$ cat config.mk
export PLATFORM = sky130hd
export DESIGN_NAME = masked_gf16_inv_pipe_flat
export DESIGN_NICKNAME = d
export VERILOG_FILES = /design/src/rtl/masked_gf16_inv_pipe_if.sv /design/src/rtl/masked_gf16_inv_pipe.sv /design/src/flat_wrapper.sv
export SDC_FILE = /design/constraint.sdc
export NUM_CORES = 1
export LEC_CHECK = 0
export BUFFER_PORTS_ARGS = -buffer_cell sky130_fd_sc_hd__buf_2
export CORE_ASPECT_RATIO = 1.5
export CORE_MARGIN = 10
export CORE_UTILIZATION = 62
export CTS_BUF_LIST = sky130_fd_sc_hd__clkbuf_4 sky130_fd_sc_hd__clkbuf_8 sky130_fd_sc_hd__clkbuf_16
export CTS_CLUSTER_DIAMETER = 100
export CTS_CLUSTER_SIZE = 8
export DETAILED_ROUTE_END_ITERATION = 12
export PLACE_DENSITY = 0.92
export SLEW_MARGIN = 5
export SYNTH_ARGS = -nofsm -noshare
export SYNTH_HDL_FRONTEND = slang
export SYNTH_HIERARCHICAL = 1
export SYNTH_SLANG_ARGS = --single-unit
$ cat constraint.sdc
create_clock -name clk -period 2.85 [get_ports clk]
set_input_delay 0.285 -clock clk [delete_from_list [all_inputs] [get_ports clk]]
set_output_delay 0.285 -clock clk [all_outputs]
set_load 0.02 [all_outputs]
$ cat src/rtl/masked_gf16_inv_pipe_if.sv
// Bundle of the two-lane masked inverter: input shares, fresh randomness,
// and the returned shared inverses.
interface masked_gf16_inv_pipe_if #(
  parameter int unsigned RAND_W = 8
);
  logic              in_valid;
  logic [3:0]        xa0, xa1, xb0, xb1;
  logic [RAND_W-1:0] ra, rb;
  logic              out_valid;
  logic [3:0]        ia0, ia1, ib0, ib1;

  modport master (
    output in_valid, xa0, xa1, xb0, xb1, ra, rb,
    input  out_valid, ia0, ia1, ib0, ib1
  );

  modport slave (
    input  in_valid, xa0, xa1, xb0, xb1, ra, rb,
    output out_valid, ia0, ia1, ib0, ib1
  );
endinterface

$ cat src/rtl/masked_gf16_inv_pipe.sv
// First-order masked GF(2^4) inverter (x^14) for two S-box lanes, built from
// two DOM-indep multipliers in a 2-stage pipeline with valid tracking.
module masked_gf16_inv_lane (
  input  logic       clk,
  input  logic       rst,
  input  logic [3:0] x0,
  input  logic [3:0] x1,
  input  logic [7:0] r,
  output logic [3:0] i0,
  output logic [3:0] i1
);
  function automatic logic [3:0] gf_mul(input logic [3:0] a, input logic [3:0] b);
    logic [3:0] acc;
    logic [3:0] t;
    acc = '0;
    t   = a;
    for (int unsigned k = 0; k < 4; k++) begin
      if (b[k]) acc = acc ^ t;
      t = {t[2:0], 1'b0} ^ (t[3] ? 4'h3 : 4'h0);
    end
    return acc;
  endfunction

  logic [3:0] s0, s1, q0, q1, e0, e1;
  logic [3:0] inner0_q, inner1_q, cross01_q, cross10_q;
  logic [3:0] x8_0_q, x8_1_q, r2_q;
  logic [3:0] p0, p1;

  // Squaring is linear, so each share is raised independently.
  always_comb begin
    s0 = gf_mul(x0, x0);
    s1 = gf_mul(x1, x1);
    q0 = gf_mul(s0, s0);
    q1 = gf_mul(s1, s1);
    e0 = gf_mul(q0, q0);
    e1 = gf_mul(q1, q1);
  end

  always_ff @(posedge clk) begin
    if (rst) begin
      inner0_q  <= '0;
      inner1_q  <= '0;
      cross01_q <= '0;
      cross10_q <= '0;
      x8_0_q    <= '0;
      x8_1_q    <= '0;
      r2_q      <= '0;
    end else begin
      inner0_q  <= gf_mul(s0, q0);
      inner1_q  <= gf_mul(s1, q1);
      cross01_q <= gf_mul(s0, q1) ^ r[3:0];
      cross10_q <= gf_mul(s1, q0) ^ r[3:0];
      x8_0_q    <= e0;
      x8_1_q    <= e1;
      r2_q      <= r[7:4];
    end
  end

  // Stage-2 randomness travels with its operation, so it is delayed one cycle.
  assign p0 = inner0_q ^ cross01_q;
  assign p1 = inner1_q ^ cross10_q;

  always_ff @(posedge clk) begin
    if (rst) begin
      i0 <= '0;
      i1 <= '0;
    end else begin
      i0 <= gf_mul(p0, x8_0_q) ^ (gf_mul(p0, x8_1_q) ^ r2_q);
      i1 <= gf_mul(p1, x8_1_q) ^ (gf_mul(p1, x8_0_q) ^ r2_q);
    end
  end
endmodule

module masked_gf16_inv_pipe #(
  parameter int unsigned RAND_W = 8
) (
  input logic                    clk,
  input logic                    rst,
  masked_gf16_inv_pipe_if.slave  bus
);
  logic [1:0] v;

  always_ff @(posedge clk) begin
    if (rst) v <= '0;
    else     v <= {v[0], bus.in_valid};
  end

  assign bus.out_valid = v[1];

  masked_gf16_inv_lane u_lane_a (
    .clk (clk),
    .rst (rst),
    .x0  (bus.xa0),
    .x1  (bus.xa1),
    .r   (bus.ra[7:0]),
    .i0  (bus.ia0),
    .i1  (bus.ia1)
  );

  masked_gf16_inv_lane u_lane_b (
    .clk (clk),
    .rst (rst),
    .x0  (bus.xb0),
    .x1  (bus.xb1),
    .r   (bus.rb[7:0]),
    .i0  (bus.ib0),
    .i1  (bus.ib1)
  );
endmodule

$ cat src/flat_wrapper.sv
// flat-port wrapper written by rule: the top's interface ports become plain ports
module masked_gf16_inv_pipe_flat 
#(
  parameter int unsigned RAND_W = 8
)
  (clk, rst, bus_in_valid, bus_xa0, bus_xa1, bus_xb0, bus_xb1, bus_ra, bus_rb, bus_out_valid, bus_ia0, bus_ia1, bus_ib0, bus_ib1);
  masked_gf16_inv_pipe_if #(.RAND_W(RAND_W)) bus_i ();
  input logic clk;
  input logic rst;
  input wire logic [$bits(bus_i.in_valid)-1:0] bus_in_valid;
  input wire logic [$bits(bus_i.xa0)-1:0] bus_xa0;
  input wire logic [$bits(bus_i.xa1)-1:0] bus_xa1;
  input wire logic [$bits(bus_i.xb0)-1:0] bus_xb0;
  input wire logic [$bits(bus_i.xb1)-1:0] bus_xb1;
  input wire logic [$bits(bus_i.ra)-1:0] bus_ra;
  input wire logic [$bits(bus_i.rb)-1:0] bus_rb;
  output wire logic [$bits(bus_i.out_valid)-1:0] bus_out_valid;
  output wire logic [$bits(bus_i.ia0)-1:0] bus_ia0;
  output wire logic [$bits(bus_i.ia1)-1:0] bus_ia1;
  output wire logic [$bits(bus_i.ib0)-1:0] bus_ib0;
  output wire logic [$bits(bus_i.ib1)-1:0] bus_ib1;
  assign bus_i.in_valid = bus_in_valid;
  assign bus_i.xa0 = bus_xa0;
  assign bus_i.xa1 = bus_xa1;
  assign bus_i.xb0 = bus_xb0;
  assign bus_i.xb1 = bus_xb1;
  assign bus_i.ra = bus_ra;
  assign bus_i.rb = bus_rb;
  assign bus_out_valid = bus_i.out_valid;
  assign bus_ia0 = bus_i.ia0;
  assign bus_ia1 = bus_i.ia1;
  assign bus_ib0 = bus_i.ib0;
  assign bus_ib1 = bus_i.ib1;
  masked_gf16_inv_pipe #(.RAND_W(RAND_W)) u_core (.clk(clk), .rst(rst), .bus(bus_i));
endmodule
Word-level counts from Yosys, hierarchy flattened --
Index checks and enable logic that the tools add are counted.
Storage, ports and cells: bits in registers 74, logic and storage cells 387, input port bits 35
Cells by class: muxes and demuxes 220, bitwise gates (word level) 148
Operators by type and width (number):
- 4-bit 2-to-1 mux | 172
- 4-bit XOR | 100
- 4-bit by 2-bit XOR with 4-bit output | 48
- 2-bit 2-to-1 mux | 48

Depth between registers and ports, before layout --
Gate-level depths: netlist (run 1).
depth in word-level cells 28, mapped depth 12, gate-level depth less buffers 11

By module --
The synthesis (run 1) kept the hierarchy.
By module, submodules not included:
- masked_gf16_inv_lane (u_core.u_lane_a) | instances 1, area each 3525.9 sq um, cells an instance 450
- masked_gf16_inv_lane (u_core.u_lane_b) | instances 1, area each 3328.2 sq um, cells an instance 420
- masked_gf16_inv_pipe | instances 1, area each 52.6 sq um, cells an instance 4

Worst setup path after synthesis (run 1) --
Ideal clock, no wire load.
kind input port to flip-flop, start in bus_xa1[3], end reg u_core.u_lane_a.x8_1_q[0], data required time 2.722 ns, path slack 0.361 ns, data arrival time 2.362 ns, path buffers 2, library setup time 0.128 ns, stages 12, path through buf_4 inv_1 ha_1 buf_2 xnor2_1 mux2i_1 nor3_4 ha_1 xnor2_1 mux2_2 xor2_1 nor2_1
On the way: cells in the longest elaborated chain, start to end 23
RTL lines:
- start, declared | line flat_wrapper.sv:12 | input wire logic [$bits(bus_i.xa1)-1:0] bus_xa1;
- 2-bit 2-to-1 mux | line masked_gf16_inv_pipe.sv:19 | t = {t[2:0], 1'b0} ^ (t[3] ? 4'h3 : 4'h0);
- 4-bit by 2-bit XOR with 4-bit output | line masked_gf16_inv_pipe.sv:19
- 4-bit XOR | line masked_gf16_inv_pipe.sv:18 | if (b[k]) acc = acc ^ t;
- 4-bit 2-to-1 mux | line masked_gf16_inv_pipe.sv:18
- 4-bit XOR | line masked_gf16_inv_pipe.sv:18
- 4-bit 2-to-1 mux | line masked_gf16_inv_pipe.sv:18
- 4-bit XOR | line masked_gf16_inv_pipe.sv:18
- 4-bit 2-to-1 mux (*) | line masked_gf16_inv_pipe.sv:18
- (+7 left out)
- 2-bit 2-to-1 mux | line masked_gf16_inv_pipe.sv:19
- 4-bit by 2-bit XOR with 4-bit output | line masked_gf16_inv_pipe.sv:19
- 4-bit XOR | line masked_gf16_inv_pipe.sv:18
- 4-bit 2-to-1 mux | line masked_gf16_inv_pipe.sv:18
- 4-bit XOR | line masked_gf16_inv_pipe.sv:18
- 4-bit 2-to-1 mux | line masked_gf16_inv_pipe.sv:18
- 4-bit XOR | line masked_gf16_inv_pipe.sv:18
- 4-bit 2-to-1 mux (*) | line masked_gf16_inv_pipe.sv:18
- end signal, assigned | line masked_gf16_inv_pipe.sv:46 | x8_1_q <= '0;
- end signal, assigned | line masked_gf16_inv_pipe.sv:54 | x8_1_q <= e1;
- end, declared | line masked_gf16_inv_pipe.sv:26 | logic [3:0] x8_0_q, x8_1_q, r2_q;
Mark *: on every way between the ends. The rest lies on a longest branch, timed or not. A chain may end at the register's enable or synchronous reset.

Final worst setup path (run 1) --
start in bus_xa0[0], end reg u_core.u_lane_a.x8_0_q[0]
On the way: cells in the longest elaborated chain, start to end 22
RTL lines:
- start, declared | line flat_wrapper.sv:11 | input wire logic [$bits(bus_i.xa0)-1:0] bus_xa0;
- 4-bit 2-to-1 mux | line masked_gf16_inv_pipe.sv:18
- 4-bit XOR | line masked_gf16_inv_pipe.sv:18
- 4-bit 2-to-1 mux | line masked_gf16_inv_pipe.sv:18
- 4-bit XOR | line masked_gf16_inv_pipe.sv:18
- 4-bit 2-to-1 mux | line masked_gf16_inv_pipe.sv:18
- 4-bit XOR | line masked_gf16_inv_pipe.sv:18
- 4-bit 2-to-1 mux (*) | line masked_gf16_inv_pipe.sv:18
- 2-bit 2-to-1 mux (tied with other cells) | line masked_gf16_inv_pipe.sv:19
- (+6 left out)
- 4-bit 2-to-1 mux (*) | line masked_gf16_inv_pipe.sv:18
- 4-bit 2-to-1 mux or 4-bit by 2-bit XOR with 4-bit output (tied branches) | line masked_gf16_inv_pipe.sv:18, masked_gf16_inv_pipe.sv:19
- 4-bit XOR | line masked_gf16_inv_pipe.sv:18
- 4-bit 2-to-1 mux | line masked_gf16_inv_pipe.sv:18
- 4-bit XOR | line masked_gf16_inv_pipe.sv:18
- 4-bit 2-to-1 mux | line masked_gf16_inv_pipe.sv:18
- 4-bit XOR | line masked_gf16_inv_pipe.sv:18
- 4-bit 2-to-1 mux (*) | line masked_gf16_inv_pipe.sv:18
- end signal, assigned | line masked_gf16_inv_pipe.sv:45 | x8_0_q <= '0;
- end signal, assigned | line masked_gf16_inv_pipe.sv:53 | x8_0_q <= e0;
- end, declared | line masked_gf16_inv_pipe.sv:26
Marked as above.

==> metrics.txt, run 1 <==
YS warnings 6; power per cell area 822 nW/um^2; RSZ-0062 raised after global routing false; WHS Path Cells 2; reg2reg start u_core/u_lane_a/cross10_q[2]; Longest Clk Path Bufs 2; critical path peak fanout 10; max cap viols 0; most common cell after layout, fill and taps aside xnor2_1; Nets 975; # DRC 1; ANT cells 0; initial antenna violation count 1; Die Y-Extent 149 um; Final Max Slew Viols 0; register area share after synthesis 0.214; Min Clock Period, post-route ~2500 ps; port buffer count about 50; synthesized flop and latch total 74; average wire per standard cell 15.5 um; root buffer cell clkbuf_16; Mapped Nets between 900 and 1000; number of H-tree levels 3; post-DR vias/cell 5.76; antenna-violating nets left 0; Final Skew 4.36 ps; syn_area_per_cell around 7.9 sq um; CTS-repair resized insts 0; fillers 838; total negative slack 0 ps; HPWL after DPL 12600 um; drt total wl 16700 um; CP Launch Point bus_xa0[0]; Synth Cell Area 6910 sq um; violated checks design-rule violations; Slew HR 0.244; Hold Vio Cnt, Final 0; Crit. End Element register; layout cells sized above 1 0.150; Worst Path Arrival 2650 ps; largest net degree at the start of global routing 66; Initial Util 0.628; grt ovf 0; Fmax achieved 404 MHz; DR iter-0 viols 368; Worst EP required approximately 3000 ps; hold_sp bus_rb[7]; synth unique cells 75; DR pass1 iterations 10; critical path type input pin to register; most frequent cells in the layout xnor2_1, nor2_1, dfxtp_1; crit share post-route 0.868; final core utilization 0.703; CTS tree done; Inserted Clock Buffers 9; routed via count about 6200; top_reg_cell synth dfxtp_1; worst r2r path cells 7; num ports 52; core box area 11000 sq um; area delta synth->final 12.0%; Rows 47; final setup fails 0; EDFF count, synth 0; outcome finished with violations; Worst-Skew Late Latency 330 ps; CTS clock-pin slew for the worst setup and hold paths 60 ps; worst slew pin tran 1130 ps; global placer's final weighted congestion 0.933; clock tree sinks 74; vias in the first global route 6276; chip width between 100 and 150 um; Reg2Reg Setup Slack 700 ps; global-route usage over all layers 0.211; cts-stage hold buffer count 0; first-pass GRT wire length 28000 um; Leakage Power 0.00317 uW; Post-synth ARST share 0; peak supply drop 0.349 mV; CP Launch Type input pin; Post-Synthesis Cells roughly 870; Post-CTS Setup Repair Bufs 0; Worst Hold Class input pin to register; Die ar. 15800 sq um
-- metrics by stage --
step           area [sq um]  setup slack [ps]  hold WS, ps  total power, uW  std cells
6_report               7730               376          163             6360       1079
4_1_cts                7730               398          155             6360       1079
2_1_floorplan          6910               361          357             4320        874
3_5_place_dp           7410               115          425             5080       1063
5_1_grt                7730               184          163             6780       1079
3_3_place_gp           7410               182          423             4930       1063
-- worst paths after layout --
| path | endpoint |
|---|---|
| worst min-delay path | u_core/u_lane_b/r2_q[3] |
| worst max register to register | u_core/u_lane_a/i1[1] |
| worst max-delay path | u_core/u_lane_a/x8_0_q[0] |
| worst min register to register | u_core/v[1] |
-- layout make-up --
class | instances | area (sq um) | share of cell area
Clock buffer | 10 | 239 | 0.0309
Clock inverter | 6 | 87.6 | 0.0113
Inverter | 12 | 45.0 | 0.00582
Multi-Input combinational cell | 736 | 5120 | 0.662
Sequential cell | 74 | 1480 | 0.192
Tap cell | 147 | 184 | 0.0238
Timing Repair Buffer | 94 | 578 | 0.0747
-- synthesized netlist by cell type, types with 6 or more instances --
| master | n | share of area |
|---|---|---|
| xnor2_1 | 158 | 0.20 |
| nor2_1 | 150 | 0.082 |
| dfxtp_1 | 74 | 0.21 |
| nand2_1 | 68 | 0.037 |
| xor2_1 | 54 | 0.068 |
| a21oi_1 | 38 | 0.028 |
| o21ai_0 | 36 | 0.026 |
| nor2b_1 | 24 | 0.022 |
| buf_2 | 22 | 0.016 |
| mux2i_1 | 22 | 0.032 |
| nand3_1 | 21 | 0.015 |
| clkbuf_1 | 17 | 0.0092 |
| ha_1 | 13 | 0.024 |
| nor3_1 | 11 | 0.0080 |
| xnor3_1 | 11 | 0.036 |
| nand2b_1 | 10 | 0.0091 |
| inv_1 | 9 | 0.0049 |
| nand3b_1 | 9 | 0.0098 |
| o22ai_1 | 7 | 0.0063 |
| buf_1 | 6 | 0.0033 |
| or3_1 | 6 | 0.0054 |
-- worst max-delay path: stages --
cell,delay [ps]
buf_2,150
ha_1,270
mux2_4,350
a21o_1,230
a21oi_4,240
a21oi_1,90
o21ai_0,200
ha_1,280
xnor2_1,130
a21oi_1,220
xnor2_1,150
nor2_1,50
-- routing by layer --
layer,GRT usage,wire [um],up-vias
met5,0,13,-
li1,-,-,3020
met3,0.0368,687,75
met1,0.191,5850,2917
met4,0.128,884,2
met2,0.419,9260,196
-- cells by family after synthesis --
logic type	after synthesis	synth area share
mux	30	0.0480
xor+xnor	230	0.322
buf+inv	64	0.0442
flops	74	0.214
fa+ha+maj	13	0.0236
compound gates	145	0.139
simple gates	318	0.209
-- where the power goes --
group	internal, uW	switching (uW)
sequential	1290	143
combinational	1680	2020
clock	793	431
total	3770	2590
Power figures use the tool's default switching activity.
==> inputs of run 2 (changes only) <==
- PLACE_DENSITY: 0.92 -> default
- PLACE_DENSITY_LB_ADDON: default -> 0.1
- TNS_END_PERCENT: default -> 50
==> metrics.txt, run 2 (synthesis gave the netlist of run 1 again) <==
Inserted Clock Buffers 9 (unchanged); total negative slack 0 ps (unchanged); Min Clock Period, post-route 2510 ps (+33.6 ps); crit-path cells buf_2 -> inv_1 -> ha_1 -> and2b_1 -> xnor2_2 -> xor2_1 -> o211ai_1 -> o221a_2 -> xnor2_1 -> mux2i_1; Leakage Power 0.00318 uW (+0.27%); vias in the first global route 6225 (-0.81%); max cap viols 0 (unchanged); worst slew pin tran 971 ps (-163 ps); initial antenna violation count 0 (-1); Crit. End Element register; CP delay by family, top XOR/XNOR gates; layout cells sized above 1 0.155 (+0.00453); most common cell after layout, fill and taps aside xnor2_1; final setup fails 0 (unchanged); num ports 52 (unchanged); outcome finished, final reports clean; Final Max Slew Viols 0 (unchanged); first-pass GRT wire length 28500 um (+1.8%); Nets 980 (+0.51%); largest stage delay on the critical path 420 ps (+70 ps); global-route usage over all layers 0.216 (+0.00496); Post-CTS Setup Repair Bufs 0 (unchanged); Rows 47 (unchanged); Initial Util 0.628 (unchanged); global placer's final weighted congestion 0.932 (-0.20%); Die ar. 15800 sq um (unchanged); critical path type input pin to register; Final Skew 9.25 ps (+4.90 ps); port buffer count 51 (unchanged); DR pass1 iterations 6 (-4); average wire per standard cell 15.8 um (+1.9%); Worst EP required 3090 ps (+60 ps); Hold Vio Cnt, Final 0 (unchanged); CP Launch Type input pin; DR iter-0 viols 284 (-23%); Buf+Inv Stages, Crit Path 2 (+1); Die Y-Extent 149 um (unchanged); Finished Layout Cells 1084 (+0.46%); fillers 950 (+13%); critical path peak fanout 16 (+6); crit share post-route 0.880 (+0.0118); Worst-Skew Late Latency 330 ps (about the same); # DRC 0 (-1); CTS-repair resized insts 0 (unchanged); number of H-tree levels 3 (unchanged); PnR worst setup slack 342 ps (-33.6 ps); post-placement setup slack 62.2 ps (-52.7 ps); Worst Path Arrival 2740 ps (+90 ps); core box area 11000 sq um (unchanged); Worst Hold Class input pin to register; CP max-delay cell xor2_1; Longest Clk Path Bufs 2 (unchanged); Fmax achieved 399 MHz (-1.3%); CTS tree done; CTS clock-pin slew for the worst setup and hold paths 60 ps (about the same); RSZ-0062 raised after global routing false; root buffer cell clkbuf_16; drt total wl 17100 um (+2.3%); HPWL after DPL 13300 um (+6.2%); area delta synth->final 12.6%; routed via count 6125 (-1.4%); largest net degree at the start of global routing 56 (-15%); clock tree sinks 74 (unchanged); ANT cells 0 (unchanged); Slew HR 0.353 (+0.109); placed cells 1068 (+0.47%); antenna-violating nets left 0 (unchanged); peak supply drop 0.404 mV (+16%); post-DR vias/cell 5.65 (-1.8%); most frequent cells in the layout xnor2_1, nor2_1, dfxtp_1; power per cell area 821 nW/um^2 (-0.17%); chip width 106 um (unchanged); grt ovf 0 (unchanged); cts-stage hold buffer count 0 (unchanged)
==> run 2: cell count changes in the layout (fill, tap and decap cells not counted) <==
cell        change
inv_6           -2
clkinvlp_4      +4
clkinv_2        -2
buf_4           +5
==> run 2: report_power, final <==
part / leakage, uW / switching, uW / internal, uW / total [uW]
registers: 0.000616 / 140 / 1290 / 1430
logic: 0.00242 / 2040 / 1700 / 3740
clock network: 0.000147 / 426 / 789 / 1220
==> run 2: area by class of cell <==
class / instances / area [sq um] / share of cell area
Multi-Input combinational cell: 736 / 5120 / 0.659
Sequential cell: 74 / 1480 / 0.191
Timing Repair Buffer: 99 / 616 / 0.0792
Clock buffer: 10 / 239 / 0.0307
Tap cell: 147 / 184 / 0.0237
Clock inverter: 6 / 90.1 / 0.0116
Inverter: 12 / 45.0 / 0.00579
==> run 2: metrics by stage <==
stage	instance area [sq um]	hold slack, ps	util	power [uW]
2_1_floorplan	6910	357	-	4320
3_3_place_gp	7450	470	0.677	5020
3_5_place_dp	7450	475	0.677	5140
4_1_cts	7770	153	0.707	6390
5_1_grt	7770	164	0.707	6810
6_report	7770	162	0.707	6380
==> run 2: per-layer routing <==
layer	track usage	vias to the layer above	wire length [um]
met5	0	-	0
met4	0.128	0	830
met3	0.0221	53	465
met2	0.438	154	9750
met1	0.198	2885	6050
li1	-	3033	-
==> run 2: path summary, 6_finish.rpt <==
| path | slack, ps | depth (start not counted) | from | to |
|---|---|---|---|---|
| setup / recovery | 340 | 10 | bus_xa1[3] | u_core/u_lane_a/cross10_q[1] |
| hold / removal | 160 | 2 | bus_ra[7] | u_core/u_lane_a/r2_q[3] |
| setup reg to reg | 850 | 7 | u_core/u_lane_b/cross01_q[2] | u_core/u_lane_b/i0[1] |
| hold reg to reg | 490 | 1 | u_core/v[0] | u_core/v[1] |
==> inputs of run 3 (changes only) <==
- RECOVER_POWER: default -> 50
==> metrics.txt, run 3 (synthesis gave the netlist of run 1 again) <==
global placer's final weighted congestion 0.932 (unchanged); Buf+Inv Stages, Crit Path 2 (unchanged); crit-path cells buf_2 -> inv_1 -> ha_1 -> and2b_1 -> xnor2_2 -> xor2_1 -> o211ai_1 -> o221a_2 -> xnor2_1 -> mux2i_1; Die Y-Extent 149 um (unchanged); hold_ws 163 ps (+0.180 ps); routed via count 6105 (-0.33%); root buffer cell clkbuf_16; CTS tree done; Longest Clk Path Bufs 2 (unchanged); Worst Path Arrival 2750 ps (about the same); hold_sp bus_ra[7]; Final Skew 8.73 ps (-0.521 ps); sink of the worst hold path u_core/u_lane_a/r2_q[3]; drt total wl 17100 um (+0.25%); CP max-delay cell xor2_1; num ports 52 (unchanged); Slew HR -0.560 (-0.913); post-route cell area 7750 sq um (-0.32%); final setup fails 0 (unchanged); Die ar. 15800 sq um (unchanged); port buffer count 51 (unchanged); Nets 980 (unchanged); # DRC 0 (unchanged); Min Clock Period, post-route 2520 ps (+12.4 ps); most frequent cells in the layout xnor2_1, nor2_1, dfxtp_1; Initial Util 0.628 (unchanged); RSZ-0062 raised after global routing false; grt ovf 0 (unchanged); total negative slack 0 ps (unchanged); worst r2r path cells 7 (unchanged); fillers 965 (+1.6%); layout cells sized above 1 0.136 (-0.0192); chip width 106 um (unchanged); Fmax achieved 397 MHz (-0.49%); vias in the first global route 6225 (unchanged); reg2reg start u_core/u_lane_b/cross10_q[1]; average wire per standard cell 15.8 um (+0.25%); Rows 47 (unchanged); violated checks max-capacitance violations, max-slew violations; WHS Path Cells 2 (unchanged); post-DR vias/cell 5.63 (-0.33%); largest stage delay on the critical path 420 ps (about the same); max cap viols 1 (+1); CTS clock-pin slew for the worst setup and hold paths 60 ps (about the same); post-layout power 6370 uW (-0.24%); placed instance area 7450 sq um (unchanged); Final Max Slew Viols 56 (+56); CTS-repair resized insts 0 (unchanged); Worst-Skew Late Latency 330 ps (about the same); critical path type input pin to register; Hold Vio Cnt, Final 0 (unchanged); outcome finished with violations; DR pass1 iterations 5 (-1); crit share post-route 0.884 (+0.00436); CP Launch Type input pin; CP delay by family, top XOR/XNOR gates; Post-CTS Setup Repair Bufs 0 (unchanged); Crit. End Element register; clock tree sinks 74 (unchanged); Worst Hold Class input pin to register; worst slew pin tran 2340 ps (+1370 ps); post-placement setup slack 62.2 ps (unchanged); largest net degree at the start of global routing 56 (unchanged); most common cell after layout, fill and taps aside xnor2_1; first-pass GRT wire length 28500 um (unchanged); Leakage Power 0.00311 uW (-2.1%); area delta synth->final 12.2%; antenna-violating nets left 0 (unchanged); Worst EP required 3080 ps (about the same); Reg2Reg Setup Slack 810 ps (-40 ps); initial antenna violation count 0 (unchanged); HPWL after DPL 13300 um (unchanged); core box area 11000 sq um (unchanged); peak supply drop 0.399 mV (-1.0%); number of H-tree levels 3 (unchanged); ANT cells 0 (unchanged); cts-stage hold buffer count 0 (unchanged); DR iter-0 viols 288 (+1.4%); global-route usage over all layers 0.216 (unchanged); critical path peak fanout 16 (unchanged); RR Endpoint u_core/u_lane_b/i1[1]; Inserted Clock Buffers 9 (unchanged); power per cell area 822 nW/um^2 (about the same); PnR worst setup slack 330 ps (-12.4 ps)
-- run 3: cell count changes in the layout (fill, tap and decap cells not counted), sizes merged --
| cell | previous run | this run |
|---|---|---|
| buf | 99 | 80 |
| clkbuf | 10 | 29 |
-- run 3: worst max-delay path by stage --
stage                    start                           end  slack, ps  cells after the start
global route               rst       u_core/u_lane_b/r2_q[3]        100                      3
global placement    bus_xa1[3]  u_core/u_lane_a/cross10_q[1]        110                     10
finish              bus_xa1[3]  u_core/u_lane_a/cross10_q[1]        330                     10
detailed placement  bus_xa1[3]  u_core/u_lane_a/cross10_q[1]         60                     10
CTS                 bus_xa1[3]  u_core/u_lane_a/cross10_q[1]        370                     10
floorplan           bus_xa1[3]     u_core/u_lane_a/x8_1_q[0]        360                     12
-- run 3: cell type report --
type,count,area [sq um],share of cell area
Inverter,12,45.0,0.00581
Sequential cell,74,1480,0.191
Tap cell,147,184,0.0237
Timing Repair Buffer,99,591,0.0762
Multi-Input combinational cell,736,5120,0.661
Clock buffer,10,239,0.0308
Clock inverter,6,90.1,0.0116
-- run 3: layer usage --
layer	vias to the layer above	track usage	share of wire
met5	-	0	0
li1	3035	-	-
met3	58	0.0221	0.030
met1	2869	0.198	0.35
met4	0	0.128	0.050
met2	143	0.438	0.57
-- run 3: metrics by stage --
| stage | utilization | cells |
|---|---|---|
| finish | 0.705 | 1084 |
| global placement | 0.677 | 1068 |
| global route | 0.705 | 1084 |
| floorplan | - | 874 |
| CTS | 0.707 | 1084 |
| detailed placement | 0.677 | 1068 |
-- run 3: worst register-to-register path: stages, from the launching register on --
cell and delay (ps):
dfxtp_1 310, xnor2_1 620, nor2b_1 140, xnor2_1 230
xnor2_1 160, xnor2_1 150, xnor2_1 170, nor2_1 60
-- run 3: where the power goes --
group / total (uW) / switching [uW] / internal, uW
sequential: 1440 / 143 / 1290
combinational: 3720 / 2040 / 1680
clock: 1220 / 426 / 789
